===== src/rtl/security_pkg.sv =====
// Shared types for the device-identity front-end and its consumer key_vault.
package security_pkg;

    localparam int DNA_WIDTH_DEFAULT = 57;

    // Reader sequence states.
    typedef enum logic [2:0] {
        IDLE    = 3'd0,
        LOAD    = 3'd1,
        SHIFT   = 3'd2,
        COMPARE = 3'd3,
        DONE    = 3'd4,
        ERROR   = 3'd5
    } dna_rd_state_e;

    // Which of the two redundant reads is in flight.
    typedef enum logic {
        PASS_FIRST  = 1'b0,
        PASS_SECOND = 1'b1
    } dna_pass_e;

endpackage


===== src/rtl/dna_port_reader_clk_div.sv =====
// Divider that produces the DNA_PORT clock from clk, plus strobes that mark
// the last clk cycle before each dna_clk rising and falling edge.
module dna_clk_div #(
    parameter int CLK_DIV = 4
) (
    input  logic clk,
    input  logic rst,
    input  logic enable,
    output logic dna_clk,
    output logic rise_next,
    output logic fall
);

    localparam int DIV_W = (CLK_DIV > 1) ? $clog2(CLK_DIV) : 1;

    logic [DIV_W-1:0] cnt_r;
    logic             dna_clk_r;
    logic             last_s;

    assign last_s    = (cnt_r == DIV_W'(CLK_DIV - 1));
    assign rise_next = enable && last_s && !dna_clk_r;
    assign fall      = enable && last_s && dna_clk_r;
    assign dna_clk   = dna_clk_r;

    // Half-period counter; the clock is parked low whenever the divider is disabled.
    always_ff @(posedge clk or posedge rst) begin
        if (rst) begin
            cnt_r     <= {DIV_W{1'b0}};
            dna_clk_r <= 1'b0;
        end else if (!enable) begin
            cnt_r     <= {DIV_W{1'b0}};
            dna_clk_r <= 1'b0;
        end else if (last_s) begin
            cnt_r     <= {DIV_W{1'b0}};
            dna_clk_r <= ~dna_clk_r;
        end else begin
            cnt_r     <= cnt_r + 1'b1;
        end
    end

endmodule


===== src/rtl/dna_port_reader.sv =====
// Reads the device DNA twice over the DNA_PORT serial pins, qualifies the pair
// and presents a stable parallel value; retries bad pairs, then locks in error.
module dna_port_reader
    import security_pkg::*;
#(
    parameter int  DNA_WIDTH = DNA_WIDTH_DEFAULT,
    parameter int  CLK_DIV   = 4,
    parameter int  MAX_RETRY = 3,
    localparam int RETRY_W   = (MAX_RETRY > 0) ? $clog2(MAX_RETRY + 1) : 1
) (
    input  logic                 clk,
    input  logic                 rst,
    input  logic                 start,
    output logic                 dna_clk,
    output logic                 dna_read,
    output logic                 dna_shift,
    output logic                 dna_din,
    input  logic                 dna_dout,
    output logic [DNA_WIDTH-1:0] dna_value,
    output logic                 dna_valid,
    output logic                 busy,
    output logic                 dna_error,
    output logic [RETRY_W-1:0]   retry_count
);

    localparam int CNT_W = $clog2(DNA_WIDTH + 1);

    dna_rd_state_e        state_r;
    dna_rd_state_e        state_next_s;
    dna_pass_e            pass_r;
    logic                 auto_r;
    logic                 launch_r;
    logic                 busy_r;
    logic                 valid_r;
    logic                 error_r;
    logic                 read_r;
    logic                 shift_r;
    logic [RETRY_W-1:0]   retry_r;
    logic [CNT_W-1:0]     bit_cnt_r;
    logic [DNA_WIDTH-1:0] work_r;
    logic [DNA_WIDTH-1:0] cap_r;
    logic [DNA_WIDTH-1:0] value_r;

    logic                 div_en_s;
    logic                 rise_next_s;
    logic                 fall_s;
    logic                 accept_s;
    logic                 last_bit_s;
    logic                 retry_left_s;
    logic                 pair_ok_s;

    // A pair is trusted only if both reads agree and the value is not a stuck line.
    function automatic logic pair_ok(input logic [DNA_WIDTH-1:0] a,
                                     input logic [DNA_WIDTH-1:0] b);
        return (a == b) && (a != {DNA_WIDTH{1'b0}}) && (a != {DNA_WIDTH{1'b1}});
    endfunction

    assign div_en_s     = (state_r == LOAD) || (state_r == SHIFT);
    assign last_bit_s   = (bit_cnt_r == CNT_W'(DNA_WIDTH));
    assign retry_left_s = (retry_r < RETRY_W'(MAX_RETRY));
    assign pair_ok_s    = pair_ok(cap_r, work_r);

    dna_clk_div #(
        .CLK_DIV   (CLK_DIV)
    ) u_clk_div (
        .clk       (clk),
        .rst       (rst),
        .enable    (div_en_s),
        .dna_clk   (dna_clk),
        .rise_next (rise_next_s),
        .fall      (fall_s)
    );

    // Request acceptance: the post-reset auto-start or a start pulse while not busy.
    always_comb begin
        accept_s = 1'b0;
        if (!busy_r && ((state_r == IDLE) || (state_r == DONE) || (state_r == ERROR))) begin
            accept_s = auto_r || start;
        end else begin
            accept_s = 1'b0;
        end
    end

    // State register.
    always_ff @(posedge clk or posedge rst) begin
        if (rst) begin
            state_r <= IDLE;
        end else begin
            state_r <= state_next_s;
        end
    end

    // Next-state logic; LOAD/SHIFT advance only on dna_clk falling edges so the
    // pin levels settle half a period before the following rising edge.
    always_comb begin
        state_next_s = state_r;
        case (state_r)
            IDLE, DONE, ERROR: begin
                if (launch_r) state_next_s = LOAD;
                else          state_next_s = state_r;
            end
            LOAD: begin
                if (fall_s) state_next_s = SHIFT;
                else        state_next_s = state_r;
            end
            SHIFT: begin
                if (fall_s && last_bit_s) begin
                    if (pass_r == PASS_FIRST) state_next_s = LOAD;
                    else                      state_next_s = COMPARE;
                end else begin
                    state_next_s = state_r;
                end
            end
            COMPARE: begin
                if (pair_ok_s)         state_next_s = DONE;
                else if (retry_left_s) state_next_s = LOAD;
                else                   state_next_s = ERROR;
            end
            default: state_next_s = IDLE;
        endcase
    end

    // Datapath, status flags and registered pin drives.
    always_ff @(posedge clk or posedge rst) begin
        if (rst) begin
            pass_r    <= PASS_FIRST;
            auto_r    <= 1'b1;
            launch_r  <= 1'b0;
            busy_r    <= 1'b0;
            valid_r   <= 1'b0;
            error_r   <= 1'b0;
            read_r    <= 1'b0;
            shift_r   <= 1'b0;
            retry_r   <= {RETRY_W{1'b0}};
            bit_cnt_r <= {CNT_W{1'b0}};
            work_r    <= {DNA_WIDTH{1'b0}};
            cap_r     <= {DNA_WIDTH{1'b0}};
            value_r   <= {DNA_WIDTH{1'b0}};
        end else begin
            launch_r <= accept_s;
            read_r   <= (state_next_s == LOAD);
            shift_r  <= (state_next_s == SHIFT);

            if (accept_s) begin
                auto_r  <= 1'b0;
                busy_r  <= 1'b1;
                valid_r <= 1'b0;
                error_r <= 1'b0;
                retry_r <= {RETRY_W{1'b0}};
                value_r <= {DNA_WIDTH{1'b0}};
            end

            case (state_r)
                LOAD: begin
                    bit_cnt_r <= {CNT_W{1'b0}};
                end
                SHIFT: begin
                    if (rise_next_s) begin
                        work_r    <= {work_r[DNA_WIDTH-2:0], dna_dout};
                        bit_cnt_r <= bit_cnt_r + 1'b1;
                    end
                    if (fall_s && last_bit_s && (pass_r == PASS_FIRST)) begin
                        cap_r  <= work_r;
                        pass_r <= PASS_SECOND;
                    end
                end
                COMPARE: begin
                    pass_r <= PASS_FIRST;
                    if (pair_ok_s) begin
                        value_r <= work_r;
                        valid_r <= 1'b1;
                        busy_r  <= 1'b0;
                    end else if (retry_left_s) begin
                        retry_r <= retry_r + 1'b1;
                    end else begin
                        error_r <= 1'b1;
                        busy_r  <= 1'b0;
                    end
                end
                default: begin
                    pass_r <= PASS_FIRST;
                end
            endcase
        end
    end

    assign dna_read    = read_r;
    assign dna_shift   = shift_r;
    assign dna_din     = 1'b0;
    assign dna_value   = value_r;
    assign dna_valid   = valid_r;
    assign busy        = busy_r;
    assign dna_error   = error_r;
    assign retry_count = retry_r;

endmodule


===== config.mk =====
export PLATFORM = sky130hd
export DESIGN_NAME = dna_port_reader
export DESIGN_NICKNAME = d
export VERILOG_FILES = /design/src/rtl/security_pkg.sv /design/src/rtl/dna_port_reader_clk_div.sv /design/src/rtl/dna_port_reader.sv
export SDC_FILE = /design/constraint.sdc
export NUM_CORES = 1
export LEC_CHECK = 0
export CORE_MARGIN = 2
export CORE_UTILIZATION = 30
export CTS_CLUSTER_DIAMETER = 50
export DETAILED_ROUTE_END_ITERATION = 7
export PLACE_DENSITY = 0.57
export SETUP_SLACK_MARGIN = 0.4
export SYNTH_ARGS = -nofsm -noshare
export SYNTH_HDL_FRONTEND = slang
export SYNTH_SLANG_ARGS = --single-unit

===== constraint.sdc =====
create_clock -name clk -period 6.3 [get_ports clk]
set_clock_uncertainty 0.05 [all_clocks]
set_input_delay 1.26 -clock clk [delete_from_list [all_inputs] [get_ports clk]]
set_output_delay 1.26 -clock clk [all_outputs]
set_load 0.005 [all_outputs]

==> metrics <==
status completed; Worst EP arrival between 3 and 4 ns; critical path's largest stage delay 0.61 ns; first-pass GRT wire length between 30000 and 40000 um; # diodes 0; grt total ovfl 0; final core occ 0.3594; cell mode on critical path nor4_1; r2r endpoint dna_value[12]$_DFF_PP0_; r2r setup slk roughly 3.3 ns; die span in y between 150 and 200 um; DIE WIDTH 173.6 um; met3 GRT Util 0.03202; Top Ports 70; Peak VDD IR 0.2014 mV; Setup Viol. Count Final 0; count of pins over their slew limit 0; num rows 62; CP delay by family, top simple AND/OR/NAND/NOR gates; critical path depth 7; post-route ant nets 0; antenna violations before repair 0; critical path peak fanout 41; Seq/Total Area, Yosys 0.5599; worst-margin pin slew a little over 0.9 ns; Layout Nets 871; hold-fix buffers at CTS 0; share of layout cells above drive strength 1 0.04795; CP startpoint cap_r[18]$_DFFE_PP0P_; Crit. End Element flop; Pre-Repair DR Iteration Count 4; final setup TNS 0 ns; Mean Syn Cell Area ~11 um^2; cell area after synthesis 0.008628 mm^2; CTS Root Cell clkbuf_16; final cell count without fillers 1260; fillers 2927; ys async rst share 1.000; final RePlAce weighted congestion 0.8056; clk buf depth 2; Final Hold Fails 0; synthesized instance count 804; setup bufs post-CTS 0; Core Area 0.02855 mm^2; Via Count 5673; Layout area overhead 18.91%; die area 0.03013 mm^2; Hold WC Path Type flop to flop; H-tree depth 4; Rel. slew slack 0.3815; Placed Cells 1228; Overall Global Routing Usage 0.1301; DRC errors left 0; Synth Flop Type dfrtp_1; PwrDens a little over 300 mW/mm^2; clk_lat worst skew 0.43 ns; clock sink count between 150 and 200; RSZ-0062 raised after global routing false; crit path launch type flop; number of global-route vias before repair 5670; largest area contributor in the netlist dfrtp_1; critical path's slowest cell buf_4; Yosys top cell area share 0.5568; CTS resizes 0; Placed Area around 0.0097 mm^2; critical path type flop to flop; busiest grt layer met2; DP HPWL 12760 um; synthesized net count 812; RR Startpoint cap_r[18]$_DFFE_PP0P_; Yosys warning count 0; GR Util met2 0.1932; CTS tree built; TritonCTS buffer count 17; largest net degree at the start of global routing approximately 180; crit-path cells nor4_1 > nand4_1 > nor4_1 > nor2b_1 > nand4_4 > buf_4 > mux2i_1; final period utilization 0.4816; Leak Pwr 5.189 nW; starting DRC count in detailed routing 432; WP buf/inv 1; top post-synthesis cells by area dfrtp_1, nand2_1, mux2_1, mux2i_1, xnor2_1; I/O Buffers 68; number of synthesized flops with an enable pin 0; routed wire length 18670 um; synth unique cells 43; Power, Total 3.179 mW; Max Cap Viol 0; Avg WL per Cell roughly 15 um; number of synthesized register bits 193; Worst-path clk slew about 0.070 ns; minimum clock period 3.034 ns; CP endpoint dna_value[12]$_DFF_PP0_; R2R depth 7; vias per cell ~4.5; routing usage on met1 0.1915; fin area 0.01026 mm^2; Initial Utilization 0.3022; Max Clk Rate 329.6 MHz; Critical Path RT 6.60 ns
==> area by class of cell <==
cell class / instances / area, um^2 / area share
Clock buffer: 20 / 446.7 / 0.04354
Sequential cell: 193 / 4831 / 0.4709
Inverter: 64 / 244.0 / 0.02378
Multi-Input combinational cell: 513 / 3395 / 0.3309
Timing Repair Buffer: 74 / 738.2 / 0.07195
Tap cell: 384 / 480.5 / 0.04683
Clock inverter: 12 / 125.1 / 0.01220
==> kinds of logic (layout without fill, tap and decap cells) <==
logic type / count (synthesis) / after routing / share of synthesized area
muxes: 116 / 116 / 0.1428
adders and majority gates: 4 / 4 / 0.005801
and+or+nand+nor: 289 / 289 / 0.1515
AOI/OAI and AO/OA: 41 / 41 / 0.02712
other: 1 / 1 / 0.0004346
DFF: 193 / 193 / 0.5599
xor gates and xnor gates: 62 / 62 / 0.06293
buffers and inverters: 98 / 170 / 0.04945
==> cell usage in the layout (no fill, tap or decap), types with 2 or more instances in the layout <==
cell type        instances
nand2b_1                 2
xor2_1                  29
ha_1                     4
mux2i_1                 59
nor2_1                  12
o21ai_0                 28
nand2_1                194
clkinv_2                 2
buf_4                    5
xnor2_1                 33
clkbuf_16               17
mux2_1                  57
nand4_1                 27
clkdlybuf4s50_1         68
nor3_1                   6
clkinvlp_4               2
and2_1                   2
clkinv_4                 2
nor2b_1                  6
nand3_1                  7
inv_6                    5
o22a_1                   2
clkbuf_1                 2
nor4_1                  24
inv_1                   63
dfrtp_1                192
o22ai_1                  2
==> sequential cells by signal (all words and copies together), names as in the netlist, 2 cells and up <==
register and count:
retry_count 2, state_r 3, u_clk_div.cnt_r 2, cap_r 57, dna_value 57, work_r 57
bit_cnt_r 6
==> layer usage <==
metal,vias to the layer above,part of all wire
met5,-,0
met4,0,0.0078
met3,14,0.048
met2,105,0.44
met1,2760,0.50
li1,2794,-
==> metrics by stage <==
stage | hold WS [ns] | setup WS [ns]
detailed placement | 0.3960 | 3.303
global route | 0.4555 | 3.099
floorplan | 0.3692 | 2.500
finish | 0.3988 | 3.266
CTS | 0.4057 | 3.281
global placement | 0.3821 | 3.303
==> where the power goes <==
part           switching (mW)  total (mW)  internal, mW
combinational           0.238       0.611         0.372
sequential              0.113        1.52          1.41
clock                   0.482        1.05         0.565
total                   0.833        3.18          2.35
==> worst min path at each step <==
| stage | start | end | depth (start not counted) |
|---|---|---|---|
| 5_1_grt | auto_r$_DFFE_PP1P_ | auto_r$_DFFE_PP1P_ | 1 |
| 3_5_place_dp | u_clk_div.cnt_r[0]$_DFF_PP0_ | u_clk_div.cnt_r[0]$_DFF_PP0_ | 1 |
| 2_1_floorplan | u_clk_div.cnt_r[0]$_DFF_PP0_ | u_clk_div.cnt_r[0]$_DFF_PP0_ | 1 |
| 4_1_cts | u_clk_div.cnt_r[0]$_DFF_PP0_ | u_clk_div.cnt_r[0]$_DFF_PP0_ | 1 |
| 3_3_place_gp | u_clk_div.cnt_r[0]$_DFF_PP0_ | u_clk_div.cnt_r[0]$_DFF_PP0_ | 1 |
| 6_report | u_clk_div.cnt_r[0]$_DFF_PP0_ | u_clk_div.cnt_r[0]$_DFF_PP0_ | 1 |
==> synth_stat cells, drive strengths merged (2+ instances only) <==
cell    count
o22ai       2
xor2       29
dfrtp     192
nor2       12
ha          4
xnor2      33
nor4       24
o22a        2
nand2b      3
buf        15
nor2b       6
clkbuf     19
nand3       7
nor3        7
and2        2
nand4      28
mux2       57
inv        64
o21ai      29
nand2     194
mux2i      59
Power figures use the tool's default switching activity.
